$ cat src/rtl/vip_bit_target_locator_if.sv
// -----------------------------------------------------------------------------
// vip_bit_target_locator_if
// Bundles the video stream and result signals of vip_bit_target_locator.
//   per_frame_vsync/href/clken, per_img_Bit : incoming binary video stream
//   post_frame_vsync/href/clken, post_img_Bit : 1-clk delayed video stream
//   target_xmin/xmax/ymin/ymax (11)           : bounding box of last frame
//   target_cnt (20), target_valid, frame_done : count, validity, update pulse
// Modports: master = video source / result consumer, slave = the locator.
// -----------------------------------------------------------------------------
interface vip_bit_target_locator_if;
   logic        per_frame_vsync;
   logic        per_frame_href;
   logic        per_frame_clken;
   logic        per_img_Bit;
   logic        post_frame_vsync;
   logic        post_frame_href;
   logic        post_frame_clken;
   logic        post_img_Bit;
   logic [10:0] target_xmin;
   logic [10:0] target_xmax;
   logic [10:0] target_ymin;
   logic [10:0] target_ymax;
   logic [19:0] target_cnt;
   logic        target_valid;
   logic        frame_done;

   modport master (
      output per_frame_vsync, per_frame_href, per_frame_clken, per_img_Bit,
      input  post_frame_vsync, post_frame_href, post_frame_clken, post_img_Bit,
      input  target_xmin, target_xmax, target_ymin, target_ymax,
      input  target_cnt, target_valid, frame_done
   );

   modport slave (
      input  per_frame_vsync, per_frame_href, per_frame_clken, per_img_Bit,
      output post_frame_vsync, post_frame_href, post_frame_clken, post_img_Bit,
      output target_xmin, target_xmax, target_ymin, target_ymax,
      output target_cnt, target_valid, frame_done
   );
endinterface

$ cat src/rtl/vip_bit_target_locator.sv
// -----------------------------------------------------------------------------
// vip_bit_target_locator
// Finds the bounding box and set-pixel count of a binary (eroded) image frame
// and passes the video stream through with one clock of latency.
// Ports:
//   clk : pixel clock
//   rst : synchronous active-high reset
//   vif : vip_bit_target_locator_if.slave (video in/out, frame results)
// Parameters: IMG_HDISP, IMG_VDISP (active size), MIN_PIXELS (valid threshold)
// Optional feature: define BOX_OVERLAY_EN to draw the previous frame's box
// perimeter onto post_img_Bit while that result is valid.
// -----------------------------------------------------------------------------
module vip_bit_target_locator #(
   parameter int IMG_HDISP  = 640,
   parameter int IMG_VDISP  = 480,
   parameter int MIN_PIXELS = 16
) (
   input  logic                       clk,
   input  logic                       rst,
   vip_bit_target_locator_if.slave    vif
);
   localparam logic [10:0] X_MAX   = 11'(IMG_HDISP - 1);
   localparam logic [10:0] Y_MAX   = 11'(IMG_VDISP - 1);
   localparam logic [19:0] CNT_MAX = 20'hFFFFF;
   localparam logic [19:0] MIN_CNT = 20'(MIN_PIXELS);

   typedef enum logic [1:0] {S_IDLE = 2'd0, S_ACTIVE = 2'd1, S_LATCH = 2'd2} state_t;

   state_t      state_r, state_nxt_s;
   logic        post_vsync_r, post_href_r, post_clken_r, post_bit_r;
   logic        arm_r;
   logic [10:0] x_r, y_r;
   logic [10:0] xmin_r, xmax_r, ymin_r, ymax_r;
   logic [19:0] cnt_r;
   logic [10:0] txmin_r, txmax_r, tymin_r, tymax_r;
   logic [19:0] tcnt_r;
   logic        tvalid_r, frame_done_r;
   logic        vsync_rise_s, vsync_fall_s, href_fall_s, pix_s, pix_set_s;
   logic        acc_init_s, acc_en_s, latch_s, overlay_s;

   // Edge detection; the delayed post_* registers double as the edge copies.
   // arm_r blocks a false rise when vsync is already high as reset releases.
   always_comb begin
      vsync_rise_s = vif.per_frame_vsync & ~post_vsync_r & arm_r;
      vsync_fall_s = ~vif.per_frame_vsync & post_vsync_r;
      href_fall_s  = ~vif.per_frame_href & post_href_r;
      pix_s        = vif.per_frame_clken & vif.per_frame_href;
      pix_set_s    = pix_s & vif.per_img_Bit;
   end

   // Box overlay: current pixel lies on the perimeter of the latched box.
`ifdef BOX_OVERLAY_EN
   always_comb begin
      overlay_s = pix_s & tvalid_r &
                  ((((x_r == txmin_r) || (x_r == txmax_r)) && (y_r >= tymin_r) && (y_r <= tymax_r)) ||
                   (((y_r == tymin_r) || (y_r == tymax_r)) && (x_r >= txmin_r) && (x_r <= txmax_r)));
   end
`else
   always_comb begin
      overlay_s = 1'b0;
   end
`endif

   // FSM state register.
   always_ff @(posedge clk) begin
      if (rst) begin
         state_r <= S_IDLE;
      end else begin
         state_r <= state_nxt_s;
      end
   end

   // FSM next-state logic.
   always_comb begin
      state_nxt_s = state_r;
      case (state_r)
         S_IDLE:   if (vsync_rise_s) state_nxt_s = S_ACTIVE; else state_nxt_s = S_IDLE;
         S_ACTIVE: if (vsync_fall_s) state_nxt_s = S_LATCH;  else state_nxt_s = S_ACTIVE;
         S_LATCH:  if (vsync_rise_s) state_nxt_s = S_ACTIVE; else state_nxt_s = S_IDLE;
         default:  state_nxt_s = S_IDLE;
      endcase
   end

   // FSM outputs: accumulator init on ACTIVE entry, accumulate, latch results.
   always_comb begin
      acc_init_s = 1'b0;
      acc_en_s   = 1'b0;
      latch_s    = 1'b0;
      case (state_r)
         S_IDLE:   acc_init_s = (state_nxt_s == S_ACTIVE);
         S_ACTIVE: begin
            acc_en_s = 1'b1;
            latch_s  = (state_nxt_s == S_LATCH);
         end
         S_LATCH:  acc_init_s = (state_nxt_s == S_ACTIVE);
         default:  acc_init_s = 1'b0;
      endcase
   end

   // Delayed video stream and vsync arming flag.
   always_ff @(posedge clk) begin
      if (rst) begin
         post_vsync_r <= 1'b0;
         post_href_r  <= 1'b0;
         post_clken_r <= 1'b0;
         post_bit_r   <= 1'b0;
         arm_r        <= 1'b0;
      end else begin
         post_vsync_r <= vif.per_frame_vsync;
         post_href_r  <= vif.per_frame_href;
         post_clken_r <= vif.per_frame_clken;
         post_bit_r   <= (vif.per_img_Bit & vif.per_frame_href) | overlay_s;
         arm_r        <= arm_r | ~vif.per_frame_vsync;
      end
   end

   // Pixel x/y position counters, both saturating.
   always_ff @(posedge clk) begin
      if (rst || acc_init_s) begin
         x_r <= 11'd0;
         y_r <= 11'd0;
      end else if (href_fall_s) begin
         x_r <= 11'd0;
         y_r <= (y_r == Y_MAX) ? y_r : y_r + 11'd1;
      end else if (pix_s && (x_r != X_MAX)) begin
         x_r <= x_r + 11'd1;
      end else begin
         x_r <= x_r;
      end
   end

   // Working min/max/count accumulators for the frame in progress.
   always_ff @(posedge clk) begin
      if (rst) begin
         xmin_r <= 11'd0;
         xmax_r <= 11'd0;
         ymin_r <= 11'd0;
         ymax_r <= 11'd0;
         cnt_r  <= 20'd0;
      end else if (acc_init_s) begin
         xmin_r <= 11'd2047;
         xmax_r <= 11'd0;
         ymin_r <= 11'd2047;
         ymax_r <= 11'd0;
         cnt_r  <= 20'd0;
      end else if (acc_en_s && pix_set_s) begin
         xmin_r <= (x_r < xmin_r) ? x_r : xmin_r;
         xmax_r <= (x_r > xmax_r) ? x_r : xmax_r;
         ymin_r <= (y_r < ymin_r) ? y_r : ymin_r;
         ymax_r <= (y_r > ymax_r) ? y_r : ymax_r;
         cnt_r  <= (cnt_r == CNT_MAX) ? cnt_r : cnt_r + 20'd1;
      end else begin
         cnt_r  <= cnt_r;
      end
   end

   // Result registers; loaded so they are visible during the LATCH cycle.
   always_ff @(posedge clk) begin
      if (rst) begin
         txmin_r      <= 11'd0;
         txmax_r      <= 11'd0;
         tymin_r      <= 11'd0;
         tymax_r      <= 11'd0;
         tcnt_r       <= 20'd0;
         tvalid_r     <= 1'b0;
         frame_done_r <= 1'b0;
      end else begin
         frame_done_r <= latch_s;
         if (latch_s) begin
            // An empty frame reports an all-zero box instead of the init values.
            txmin_r  <= (cnt_r == 20'd0) ? 11'd0 : xmin_r;
            txmax_r  <= (cnt_r == 20'd0) ? 11'd0 : xmax_r;
            tymin_r  <= (cnt_r == 20'd0) ? 11'd0 : ymin_r;
            tymax_r  <= (cnt_r == 20'd0) ? 11'd0 : ymax_r;
            tcnt_r   <= cnt_r;
            tvalid_r <= (cnt_r != 20'd0) && (cnt_r >= MIN_CNT);
         end else begin
            tvalid_r <= tvalid_r;
         end
      end
   end

   assign vif.post_frame_vsync = post_vsync_r;
   assign vif.post_frame_href  = post_href_r;
   assign vif.post_frame_clken = post_clken_r;
   assign vif.post_img_Bit     = post_bit_r;
   assign vif.target_xmin      = txmin_r;
   assign vif.target_xmax      = txmax_r;
   assign vif.target_ymin      = tymin_r;
   assign vif.target_ymax      = tymax_r;
   assign vif.target_cnt       = tcnt_r;
   assign vif.target_valid     = tvalid_r;
   assign vif.frame_done       = frame_done_r;
endmodule

$ cat src/flat_wrapper.sv
// flat-port wrapper written by rule: the top's interface ports become plain ports
module vip_bit_target_locator_flat 
#(
   parameter int IMG_HDISP  = 640,
   parameter int IMG_VDISP  = 480,
   parameter int MIN_PIXELS = 16
)
  (clk, rst, vif_per_frame_vsync, vif_per_frame_href, vif_per_frame_clken, vif_per_img_Bit, vif_post_frame_vsync, vif_post_frame_href, vif_post_frame_clken, vif_post_img_Bit, vif_target_xmin, vif_target_xmax, vif_target_ymin, vif_target_ymax, vif_target_cnt, vif_target_valid, vif_frame_done);
  vip_bit_target_locator_if vif_i ();
  input  logic clk;
  input  logic rst;
  input wire logic [$bits(vif_i.per_frame_vsync)-1:0] vif_per_frame_vsync;
  input wire logic [$bits(vif_i.per_frame_href)-1:0] vif_per_frame_href;
  input wire logic [$bits(vif_i.per_frame_clken)-1:0] vif_per_frame_clken;
  input wire logic [$bits(vif_i.per_img_Bit)-1:0] vif_per_img_Bit;
  output wire logic [$bits(vif_i.post_frame_vsync)-1:0] vif_post_frame_vsync;
  output wire logic [$bits(vif_i.post_frame_href)-1:0] vif_post_frame_href;
  output wire logic [$bits(vif_i.post_frame_clken)-1:0] vif_post_frame_clken;
  output wire logic [$bits(vif_i.post_img_Bit)-1:0] vif_post_img_Bit;
  output wire logic [$bits(vif_i.target_xmin)-1:0] vif_target_xmin;
  output wire logic [$bits(vif_i.target_xmax)-1:0] vif_target_xmax;
  output wire logic [$bits(vif_i.target_ymin)-1:0] vif_target_ymin;
  output wire logic [$bits(vif_i.target_ymax)-1:0] vif_target_ymax;
  output wire logic [$bits(vif_i.target_cnt)-1:0] vif_target_cnt;
  output wire logic [$bits(vif_i.target_valid)-1:0] vif_target_valid;
  output wire logic [$bits(vif_i.frame_done)-1:0] vif_frame_done;
  assign vif_i.per_frame_vsync = vif_per_frame_vsync;
  assign vif_i.per_frame_href = vif_per_frame_href;
  assign vif_i.per_frame_clken = vif_per_frame_clken;
  assign vif_i.per_img_Bit = vif_per_img_Bit;
  assign vif_post_frame_vsync = vif_i.post_frame_vsync;
  assign vif_post_frame_href = vif_i.post_frame_href;
  assign vif_post_frame_clken = vif_i.post_frame_clken;
  assign vif_post_img_Bit = vif_i.post_img_Bit;
  assign vif_target_xmin = vif_i.target_xmin;
  assign vif_target_xmax = vif_i.target_xmax;
  assign vif_target_ymin = vif_i.target_ymin;
  assign vif_target_ymax = vif_i.target_ymax;
  assign vif_target_cnt = vif_i.target_cnt;
  assign vif_target_valid = vif_i.target_valid;
  assign vif_frame_done = vif_i.frame_done;
  vip_bit_target_locator #(.IMG_HDISP(IMG_HDISP), .IMG_VDISP(IMG_VDISP), .MIN_PIXELS(MIN_PIXELS)) u_core (.clk(clk), .rst(rst), .vif(vif_i));
endmodule
$ cat config.mk
export PLATFORM = sky130hd
export DESIGN_NAME = vip_bit_target_locator_flat
export DESIGN_NICKNAME = d
export VERILOG_FILES = /design/src/rtl/vip_bit_target_locator_if.sv /design/src/rtl/vip_bit_target_locator.sv /design/src/flat_wrapper.sv
export SDC_FILE = /design/constraint.sdc
export NUM_CORES = 1
export LEC_CHECK = 0
export BUFFER_PORTS_ARGS = -buffer_cell sky130_fd_sc_hd__buf_2
export CORE_MARGIN = 5
export CORE_UTILIZATION = 47
export CTS_CLUSTER_DIAMETER = 200
export DETAILED_ROUTE_END_ITERATION = 7
export PLACE_DENSITY = 0.66
export SLEW_MARGIN = 0
export SYNTH_ARGS = -nofsm -noshare
export SYNTH_HDL_FRONTEND = slang
export SYNTH_SLANG_ARGS = --single-unit
$ cat constraint.sdc
create_clock -name clk -period 2.72 [get_ports clk]
set_input_delay 0.136 -clock clk [delete_from_list [all_inputs] [get_ports clk]]
set_output_delay 0.136 -clock clk [all_outputs]
set_load 0.01 [all_outputs]
==> results.txt <==
For the via count of the first global-routing pass, the log shows 5562. The clock transition at the registers of the reported paths works out to 60 ps. In the routed design, unresolved DRC markers number 0. The first TritonRoute pass finished after 7 iterations. Post-CTS timing repair inserted 0 buffers for setup. IR analysis of the VDD net gives a maximum drop of 0.000445 V. The critical path is of the reg2reg type. The run gives 76 as the number of ports placed on the die boundary. Including well taps, the total number of placed cells is 1051.

The number of nets with antenna violations after routing was 0. TritonCTS built the clock tree. The run gives 159 as the number of sinks on the clock net. Of all nets on the critical path, the largest fanout is 11.

The post-layout net count was 935. The proportion of netlist area held by the largest area contributor is 0.447. The type of origin of the critical path is a flip-flop. The later pin in the worst-skew pair is clocked with a latency of 430 ps. Post-route fraction of the period consumed by the critical path: 0.836.

The critical path goes through ha_1 -> a211oi_1 -> or3_4 -> a2111oi_4 -> buf_4 -> nor3_1 -> a211oi_1. The proportion of layout cells with a drive suffix above 1 was 0.165. The endpoint kind of the worst setup timing path is a flip-flop. The tools report the number of maximum-capacitance violations as 0. The most frequent cell after synthesis was dfxtp_1. Summed over all cells, the static leakage comes to 3.24 nW.

The slew at the pin closest to its max-slew limit came out at 918 ps. The tools report the HPWL after detailed placement as 11300 µm. The clock root buffer is clkbuf_16.

The flow ran to the end, and the final reports show no timing, DRC or antenna violations. The proportion of synthesized chip area in sequential cells was 0.447; the upper clock frequency limit was 440 MHz. The hold violation count in the final report came out at 0.

The via count normalized by instance count was 5.44. Slowest cell on the critical path: dfxtp_1. Counting distinct cell types in the post-synthesis netlist gives 56. The first routing iteration left 430 violations. Each instance of the synthesized netlist takes up on average 8.71 µm². Yosys printed 0 warnings. Counting every instance in the synthesized netlist gives 817.

The die extent in x is 133 µm. At the worst endpoint, the arrival time is 2610 ps. Overall track demand over capacity in global routing: 0.192.

The number of nets handed over by synthesis was 869. Counting instances in the post-synthesis netlist gives the leading cell types as 159 x dfxtp_1, 114 x nor2_1, 69 x nand2_1. At the end of routability-driven placement, the weighted congestion stood at 0.866.

After detailed routing, the total wire length is 16600 µm. The routed length per placed instance is 15.3 µm, and the delay of the slowest critical-path stage is 560 ps. The worst path required time was 3060 ps; the total count of max-transition violations in the final report was 0. Between clock sinks in the finished design, the worst skew comes to 7.81 ps.

No sink is reached through more buffers than the 2 on the longest clock path. The final antenna diode count is 0. The critical path buffer and inverter count is 1. By area the synthesized netlist is led by dfxtp_1 45%, ha_1 8.1%, nor2_1 6.0%, a22oi_1 4.6%, nand2_1 3.6%. The tools report the number of clock buffers inserted by TritonCTS as 17. The total power density per cell area is 607 nW/µm², and the synthesized area is 7120 µm². By instance count, the cell type seen most on the critical path is a211oi_1.

The effective utilization at floorplan came out at 0.473. Height of the chip: 133 µm. The number of vias after detailed routing came out at 5897.

Summed over all layers, the global routing overflow is 0. Share of async-settable or async-resettable flops after synthesis: 0. The pin count of the biggest net entering global routing is 67, and the global-route wire length before repair is 27600 µm. Row generation in the floorplan step produced 45 rows. For this run, the leading register cell type out of synthesis is dfxtp_1. Cell accounting for the most synthesized area: dfxtp_1. The final setup violation count was 0; the final instance count without filler cells was 1084. The initial antenna violation count came out at 0.

The kind of cell with the highest combined delay on the critical path is compound AO/OA/AOI/OAI gates. In this run, synthesis produced a sequential element count of 159. The die covers 17700 µm². The class of the worst hold path is in2reg. The count of buffers inserted at the top-level ports was 75; the setup TNS after final layout was 0 ps.

Setup repair after global routing left no endpoint under its margin. Counting flops with a built-in enable in the synthesized netlist gives 0. The minimum clock period was 2270 ps; the placeable core area was 15000 µm². Relative to the synthesized area, the layout overhead comes to 16.7%.

Headroom to the max-slew limit: 0.386. The H-tree generated during clock tree synthesis spans 4 levels.
-- layer usage --
layer / wire length, µm / GRT usage / part of all wire / vias up
li1: - / - / - / 3014
met1: 7860 / 0.246 / 0.47 / 2743
met2: 7640 / 0.306 / 0.46 / 104
met3: 674 / 0.0460 / 0.041 / 36
met4: 436 / 0.0855 / 0.026 / 0
met5: 0 / 0 / 0 / -
-- worst paths after layout --
path                             start                    endpoint  slack [ps]  depth (start not counted)
max                      u_core.x_r[2]            u_core.xmin_r[0]         450                          7
min                 vif_per_frame_href  u_core.vif.post_frame_href          40                          2
max reg2reg              u_core.x_r[2]            u_core.xmin_r[0]         450                          7
min reg2reg  u_core.vif.target_cnt[16]   u_core.vif.target_cnt[16]         450                          2
-- worst register-to-register path, delay by kind of cell, from the launching register on --
family	cells	cell delay (ps)
AOI/OAI and AO/OA	3	650
DFF	1	560
and+or+nand+nor	2	460
adders and majority gates	1	260
buffers and inverters	1	240
-- repair_timing --
action / CTS / global route
hold endpoints to repair: 2 / 0
hold buffers: 1 / 0
resized for setup: 0 / 0
-- cell type report --
class | instances | area [µm²]
tap | 188 | 235
clock buffer | 18 | 439
timing repair buffer | 92 | 518
fill | 1424 | 6730
inverter | 48 | 180
clock inverter | 14 | 158
multi-input combinational | 565 | 3590
sequential | 159 | 3180
-- cell families (layout without fill, tap and decap cells) --
group,Yosys count,in the layout,share of synthesized area
AO/OA/AOI/OAI,172,172,0.170
XOR/XNOR,31,31,0.0382
adder cells (fa/ha/maj),46,46,0.0809
buffers and inverters,93,172,0.0540
flip-flops,159,159,0.447
multiplexers,2,2,0.00281
AND/OR/NAND/NOR,314,314,0.207
-- metrics by stage --
| step | total power (W) | area (µm²) | worst slack, ps | util | hold WS (ps) |
|---|---|---|---|---|---|
| 3_3_place_gp | 0.00270 | 7700 | 517 | 0.512 | 396 |
| 6_report | 0.00504 | 8300 | 447 | 0.552 | 37.0 |
| 3_5_place_dp | 0.00270 | 7700 | 495 | 0.512 | 400 |
| 2_1_floorplan | 0.00264 | 7120 | 762 | - | 215 |
| 4_1_cts | 0.00509 | 8300 | 463 | 0.552 | 25.7 |
| 5_1_grt | 0.00524 | 8300 | 297 | 0.552 | 32.7 |
-- cells in the final DEF (no fill, tap or decap), types with 5 or more instances in the layout --
master,n
a211oi_1,7
a21oi_1,44
a21oi_2,10
a22oi_1,44
and2_1,5
and4_1,8
buf_2,75
buf_4,15
clkbuf_16,17
clkinvlp_4,6
dfxtp_1,159
ha_1,46
inv_1,48
nand2_1,69
nand3_1,35
nand4_1,16
nor2_1,114
nor2b_1,6
nor3_1,29
nor4_1,6
o21ai_0,14
o31ai_1,31
or3_1,7
xnor2_1,13
xor2_1,18
-- power breakdown --
group          internal (W)  switching [W]
Clock               0.00139        0.00101
Sequential          0.00236      0.0000286
Combinational     0.0000933       0.000167
Power figures use the tool's default switching activity.
